$ cat src/rtl/rpn_stack_pkg.sv
// Shared definitions for the RPN evaluator: opcodes, FSM states and token helpers.
package rpn_stack_pkg;

   localparam logic [2:0] OP_ADD = 3'b000;
   localparam logic [2:0] OP_SUB = 3'b001;
   localparam logic [2:0] OP_MUL = 3'b010;
   localparam logic [2:0] OP_END = 3'b011;

   typedef enum logic [2:0] {
      S_IDLE = 3'd0,
      S_REQ  = 3'd1,
      S_EXEC = 3'd2,
      S_SKIP = 3'd3,
      S_OUT  = 3'd4
   } state_e;

   function automatic logic op_is_arith(input logic [2:0] code);
      return (code == OP_ADD) || (code == OP_SUB) || (code == OP_MUL);
   endfunction

   function automatic logic op_is_end(input logic [2:0] code);
      return code == OP_END;
   endfunction

endpackage

$ cat src/rtl/lifo_stack.sv
// LIFO storage with top/second read ports; push, pop and pop-with-overwrite for binary ops.
module lifo_stack #(
   parameter int DATA_W = 10,
   parameter int DEPTH  = 16,
   parameter int PTR_W  = $clog2(DEPTH + 1)
) (
   input  logic              clk,
   input  logic              rst,
   input  logic              push,
   input  logic              pop,
   input  logic              wr_top,
   input  logic              clear,
   input  logic [DATA_W-1:0] wr_data,
   output logic [DATA_W-1:0] top,
   output logic [DATA_W-1:0] second,
   output logic              full,
   output logic              empty,
   output logic [PTR_W-1:0]  count
);
   localparam int IDX_W = (DEPTH > 1) ? $clog2(DEPTH) : 1;

   logic [DATA_W-1:0] mem_q [DEPTH];
   logic [PTR_W-1:0]  ptr_q, ptr_d;
   logic [IDX_W-1:0]  top_idx_s, sec_idx_s, wr_idx_s;
   logic              wr_en_s;

   assign top_idx_s = IDX_W'(ptr_q - PTR_W'(1));
   assign sec_idx_s = IDX_W'(ptr_q - PTR_W'(2));
   assign full      = (ptr_q == PTR_W'(DEPTH));
   assign empty     = (ptr_q == {PTR_W{1'b0}});
   assign count     = ptr_q;
   assign top       = empty ? {DATA_W{1'b0}} : mem_q[top_idx_s];
   assign second    = (ptr_q < PTR_W'(2)) ? {DATA_W{1'b0}} : mem_q[sec_idx_s];

   // Pointer update and write-port selection; a pop with wr_top replaces the new top in place.
   always_comb begin
      ptr_d    = ptr_q;
      wr_en_s  = 1'b0;
      wr_idx_s = top_idx_s;
      if (clear) begin
         ptr_d = {PTR_W{1'b0}};
      end else if (push && !full) begin
         wr_en_s  = 1'b1;
         wr_idx_s = IDX_W'(ptr_q);
         ptr_d    = ptr_q + PTR_W'(1);
      end else if (pop && !empty) begin
         ptr_d    = ptr_q - PTR_W'(1);
         wr_en_s  = wr_top;
         wr_idx_s = sec_idx_s;
      end else begin
         ptr_d = ptr_q;
      end
   end

   // Stack pointer register.
   always_ff @(posedge clk or negedge rst) begin
      if (!rst) begin
         ptr_q <= {PTR_W{1'b0}};
      end else begin
         ptr_q <= ptr_d;
      end
   end

   // Storage array; contents need no reset because the pointer defines validity.
   always_ff @(posedge clk) begin
      if (wr_en_s) begin
         mem_q[wr_idx_s] <= wr_data;
      end
   end

endmodule

$ cat src/rtl/rpn_stack_eval.sv
// Postfix expression evaluator: token decode, control FSM, ALU and result registers
// around a lifo_stack. Malformed expressions end with err=1 and answer=0.
module rpn_stack_eval
   import rpn_stack_pkg::*;
#(
   parameter int TOKEN_W = 7,
   parameter int DATA_W  = 10,
   parameter int DEPTH   = 16
) (
   input  logic                         clk,
   input  logic                         rst,
   input  logic                         en,
   input  logic [TOKEN_W-1:0]           variable,
   output logic                         req,
   output logic                         valid,
   output logic [DATA_W-1:0]            answer,
   output logic                         err,
   output logic [$clog2(DEPTH+1)-1:0]   depth
);
   localparam int PTR_W = $clog2(DEPTH + 1);

   state_e            state_q, state_d;
   logic [2:0]        op_q, op_d;
   logic [DATA_W-1:0] answer_q, answer_d;
   logic              err_q, err_d;

   logic [DATA_W-1:0] operand_s, alu_s, top_s, second_s, wr_data_s;
   logic [2:0]        code_s;
   logic              is_op_s, full_s, empty_s;
   logic              push_s, pop_s, wr_top_s, clear_s;
   logic [PTR_W-1:0]  count_s;

   assign is_op_s = variable[TOKEN_W-1];
   assign code_s  = variable[2:0];

   if (TOKEN_W - 1 >= DATA_W) begin : g_trunc
      assign operand_s = variable[DATA_W-1:0];
   end else begin : g_zext
      assign operand_s = {{(DATA_W - TOKEN_W + 1){1'b0}}, variable[TOKEN_W-2:0]};
   end

   lifo_stack #(
      .DATA_W (DATA_W),
      .DEPTH  (DEPTH),
      .PTR_W  (PTR_W)
   ) u_stack (
      .clk     (clk),
      .rst     (rst),
      .push    (push_s),
      .pop     (pop_s),
      .wr_top  (wr_top_s),
      .clear   (clear_s),
      .wr_data (wr_data_s),
      .top     (top_s),
      .second  (second_s),
      .full    (full_s),
      .empty   (empty_s),
      .count   (count_s)
   );

   // ALU: a = second-from-top, b = top; everything wraps modulo 2^DATA_W.
   always_comb begin
      alu_s = {DATA_W{1'b0}};
      case (op_q)
         OP_ADD:  alu_s = second_s + top_s;
         OP_SUB:  alu_s = second_s - top_s;
         OP_MUL:  alu_s = second_s * top_s;
         default: alu_s = {DATA_W{1'b0}};
      endcase
   end

   // Next-state logic and stack control.
   always_comb begin
      state_d   = state_q;
      op_d      = op_q;
      answer_d  = answer_q;
      err_d     = err_q;
      push_s    = 1'b0;
      pop_s     = 1'b0;
      wr_top_s  = 1'b0;
      clear_s   = 1'b0;
      wr_data_s = operand_s;
      case (state_q)
         S_IDLE: state_d = S_REQ;
         S_REQ: begin
            if (!en) begin
               state_d = S_REQ;
            end else if (!is_op_s) begin
               if (full_s) begin
                  state_d = S_SKIP;
               end else begin
                  push_s = 1'b1;
               end
            end else if (op_is_end(code_s)) begin
               state_d = S_OUT;
               clear_s = 1'b1;
               if (count_s == PTR_W'(1)) begin
                  answer_d = top_s;
                  err_d    = 1'b0;
               end else begin
                  answer_d = {DATA_W{1'b0}};
                  err_d    = 1'b1;
               end
            end else if (!op_is_arith(code_s) || empty_s || count_s == PTR_W'(1)) begin
               state_d = S_SKIP;
            end else begin
               op_d    = code_s;
               state_d = S_EXEC;
            end
         end
         S_EXEC: begin
            pop_s     = 1'b1;
            wr_top_s  = 1'b1;
            wr_data_s = alu_s;
            state_d   = S_REQ;
         end
         S_SKIP: begin
            if (en && is_op_s && op_is_end(code_s)) begin
               state_d  = S_OUT;
               clear_s  = 1'b1;
               answer_d = {DATA_W{1'b0}};
               err_d    = 1'b1;
            end else begin
               state_d = S_SKIP;
            end
         end
         S_OUT:   state_d = S_REQ;
         default: state_d = S_IDLE;
      endcase
   end

   // State, latched opcode and result registers.
   always_ff @(posedge clk or negedge rst) begin
      if (!rst) begin
         state_q  <= S_IDLE;
         op_q     <= OP_ADD;
         answer_q <= {DATA_W{1'b0}};
         err_q    <= 1'b0;
      end else begin
         state_q  <= state_d;
         op_q     <= op_d;
         answer_q <= answer_d;
         err_q    <= err_d;
      end
   end

   assign req    = (state_q == S_REQ) || (state_q == S_SKIP);
   assign valid  = (state_q == S_OUT);
   assign answer = answer_q;
   assign err    = err_q;
   assign depth  = count_s;

endmodule

$ cat config.mk
export PLATFORM = sky130hd
export DESIGN_NAME = rpn_stack_eval
export DESIGN_NICKNAME = d
export VERILOG_FILES = /design/src/rtl/rpn_stack_pkg.sv /design/src/rtl/lifo_stack.sv /design/src/rtl/rpn_stack_eval.sv
export SDC_FILE = /design/constraint.sdc
export NUM_CORES = 1
export LEC_CHECK = 0
export BUFFER_PORTS_ARGS = -buffer_cell sky130_fd_sc_hd__clkbuf_2
export CAP_MARGIN = 10
export CORE_AREA = 2 2 154 156
export CTS_CLUSTER_SIZE = 30
export DETAILED_ROUTE_END_ITERATION = 10
export DIE_AREA = 0 0 156 158
export GPL_TIMING_DRIVEN = 1
export PLACE_DENSITY = 0.74
export SLEW_MARGIN = 20
export SYNTH_ARGS = -nofsm -noshare
export SYNTH_HDL_FRONTEND = slang
export SYNTH_SLANG_ARGS = --single-unit
$ cat constraint.sdc
create_clock -name clk -period 8.22 [get_ports clk]
set_clock_uncertainty 0.2 [all_clocks]
set_input_delay 0 -clock clk [delete_from_list [all_inputs] [get_ports clk]]
set_output_delay 0 -clock clk [all_outputs]
set_load 0.01 [all_outputs]
==> results.json <==
{
  "status": "finished, violations left",
  "failed_checks": "negative hold slack",
  "clock-sinks": 182,
  "min_period_over_period_pct": 93.8,
  "fin_hold_ws_ns": -0.0384,
  "place_congestion": 0.865,
  "worst_pin_slew_ns": 1.05,
  "drive_above_1_share_pct": 25.3,
  "cp-startpoint": "u_stack.count[2]",
  "ios": 28,
  "first_pass_iters": 5,
  "cp.required_ns": 8.16,
  "r2r_start": "u_stack.count[2]",
  "antenna_cells": 0,
  "final_core_util_pct": 53.2,
  "rows": 56,
  "dp_slack_ns": 0.211,
  "track_usage_pct": 23.2,
  "final_cells": 1112,
  "fin_crit_ns": 7.71,
  "clk_latency_ns": 0.44,
  "hold_viol": 22,
  "area_growth_pct": 12.6,
  "antenna_found_initial": 0,
  "grt.overflow.total": 0,
  "initial_core_util_pct": 47.2,
  "detail-route-antenna-nets": 0,
  "cp-start-kind": "register",
  "setup_tns_ns": 0,
  "clk_pin_slew_ns": 0.08,
  "ys.flop_type": "edfxtp_1",
  "clockBufferDepth": 2,
  "finalMaxSlewViolations": 0,
  "rsz0062_at_grt": "no",
  "fp.dieW_um": 156,
  "place_inst": 1065,
  "synth_area_sq_um": 10900,
  "async_flop_share_pct": 12.1,
  "hold_class": "input port to asynchronous set/reset pin",
  "synth_commonest_cells": "160 x edfxtp_1, 70 x mux4_2, 62 x nor2_1",
  "cts_tree": "yes",
  "num-fill-cells": 1861,
  "drt_wl_total_mm": 27.1,
  "synth_top_area_share_pct": 44.1,
  "grt_max_degree": 89,
  "grt_pass1_wl_mm": 41.8,
  "cap_violations": 0,
  "fin_ws_ns": 0.507,
  "yosys.cell_count.top_type": "edfxtp_1",
  "synth_edf_count": 160,
  "drt_iter0_drc": 610,
  "ys_ff_latch": 182,
  "slew_headroom_pct": 29.7,
  "wire_per_inst_um": 24.4,
  "setup_viol": 0,
  "end_kind": "register",
  "htree_num_levels": 4,
  "critPathMaxFanout": 16,
  "yosysUniqueCellTypes": 60,
  "syn-num-nets": 823,
  "vias": 6856,
  "cts-root-buf": "clkbuf_16",
  "arrival_ns": 7.66,
  "die_height_um": 158,
  "crit_type": "register to register",
  "dp_hpwl_mm": 17.4,
  "drc": 0,
  "core-area_sq_um": 23100,
  "vias_per_cell": 6.17,
  "postCtsSetupRepairBufs": 0,
  "synth_top_cell_by_area": "edfxtp_1",
  "avgSynthCellArea_sq_um": 14.6,
  "nets": 884,
  "yosysSeqAreaShare_pct": 49.2,
  "cts_buffers": 17,
  "synth_warnings": 0,
  "grt_pass1_vias": 6967,
  "max_freq_ghz": 0.130,
  "io_buffer_count": 27,
  "synth.area.top_cells": "edfxtp_1 44%, mux4_2 14%, dfrtp_1 5.1%",
  "die_area_sq_um": 24600,
  "synthCells": 748
}
-- what timing repair did --
| item | 4_1_cts | 5_1_grt |
|---|---|---|
| gates resized for setup | 0 | 1 |
| hold endpoints to repair | 44 | 48 |
| endpoints found under the setup margin | 0 | 16 |
| hold buffers | 11 | 3 |
-- routing by layer --
metal  wire [um]  vias up  track usage, %
li1            -     2990               -
met2       13100      347            37.7
met1       11000     3457            31.0
met3        2170       62            4.65
met4         915        0            9.48
met5           0        -               0
-- cell usage in the layout (no fill, tap or decap), drive strengths merged, types with 5 or more instances in the layout --
cell	synthesis	layout
inv	45	50
ha	42	42
dlygate4sd3	0	13
nand2	48	48
xor2	8	8
nor2	62	62
nor3b	5	5
and2	15	15
edfxtp	160	160
a221oi	5	5
dfrtp	22	22
clkinv	0	9
a21oi	17	17
o21ai	13	13
xnor2	31	32
a22o	10	10
nand2b	8	8
fa	23	23
buf	25	37
a31oi	6	6
mux4	80	80
nor3	7	7
o22ai	19	19
clkbuf	12	45
a21o	6	6
mux2i	40	40
-- cell type report --
class | count | area (sq um) | area share [%]
Clock buffer | 17 | 425 | 3.47
Clock inverter | 15 | 205 | 1.67
Inverter | 45 | 169 | 1.38
Multi-Input combinational cell | 485 | 5150 | 42.0
Sequential cell | 182 | 5360 | 43.7
Tap cell | 290 | 363 | 2.96
Timing Repair Buffer | 78 | 586 | 4.78
-- registers in the layout (all words and copies together) (netlist names) --
register / count
u_stack.count: 5
state_q: 3
err: 1
answer: 10
op_q: 3
u_stack.mem_q: 160
-- metrics by stage --
step | instance area (sq um) | hold slack (ns)
global placement | 11500 | -0.194
detailed placement | 11500 | -0.187
global route | 12300 | 0.0247
floorplan | 10900 | -0.496
CTS | 12200 | 0.0252
finish | 12300 | -0.0384
-- cells by family (layout without fill, tap and decap cells) --
| group | after synthesis | in the layout | share of synthesized area, % |
|---|---|---|---|
| buffers and inverters | 82 | 155 | 3.97 |
| adders and majority gates | 65 | 65 | 9.05 |
| DFF | 182 | 182 | 49.2 |
| muxes | 123 | 123 | 20.8 |
| xor gates and xnor gates | 41 | 42 | 3.79 |
| AOI/OAI and AO/OA | 94 | 94 | 6.38 |
| and+or+nand+nor | 161 | 161 | 6.80 |
-- critical path, stage by stage (launching register included) --
cell and delay (ns):
dfrtp_1 0.47, inv_1 0.18, ha_1 0.26, a21boi_2 0.23, xnor2_4 0.63, mux2i_1 0.18, o22ai_1 0.46, nand2_1 0.13
fa_1 0.50, inv_1 0.05, fa_1 0.46, ha_1 0.30, fa_1 0.49, inv_1 0.05, fa_1 0.47, inv_1 0.04
ha_1 0.33, a21oi_1 0.21, o21bai_1 0.09, a21oi_1 0.22, xnor3_1 0.43, xnor3_1 0.40, a22oi_2 0.09, nor2_2 0.54
-- path summary, 6_finish.rpt --
check                      cells past startpoint                    to  slack (ns)
max reg2reg                                   23  u_stack.mem_q[11][9]        0.51
max                                           23  u_stack.mem_q[11][9]        0.51
min in group clk                               7      u_stack.count[2]        0.09
min                                            3            state_q[0]       -0.04
max in group asynchronous                      3      u_stack.count[0]        7.44
min reg2reg                                    1             answer[7]        0.32
Power is not shown: default switching activity piles up to over one toggle a cycle in this logic, so the estimate is an artifact.
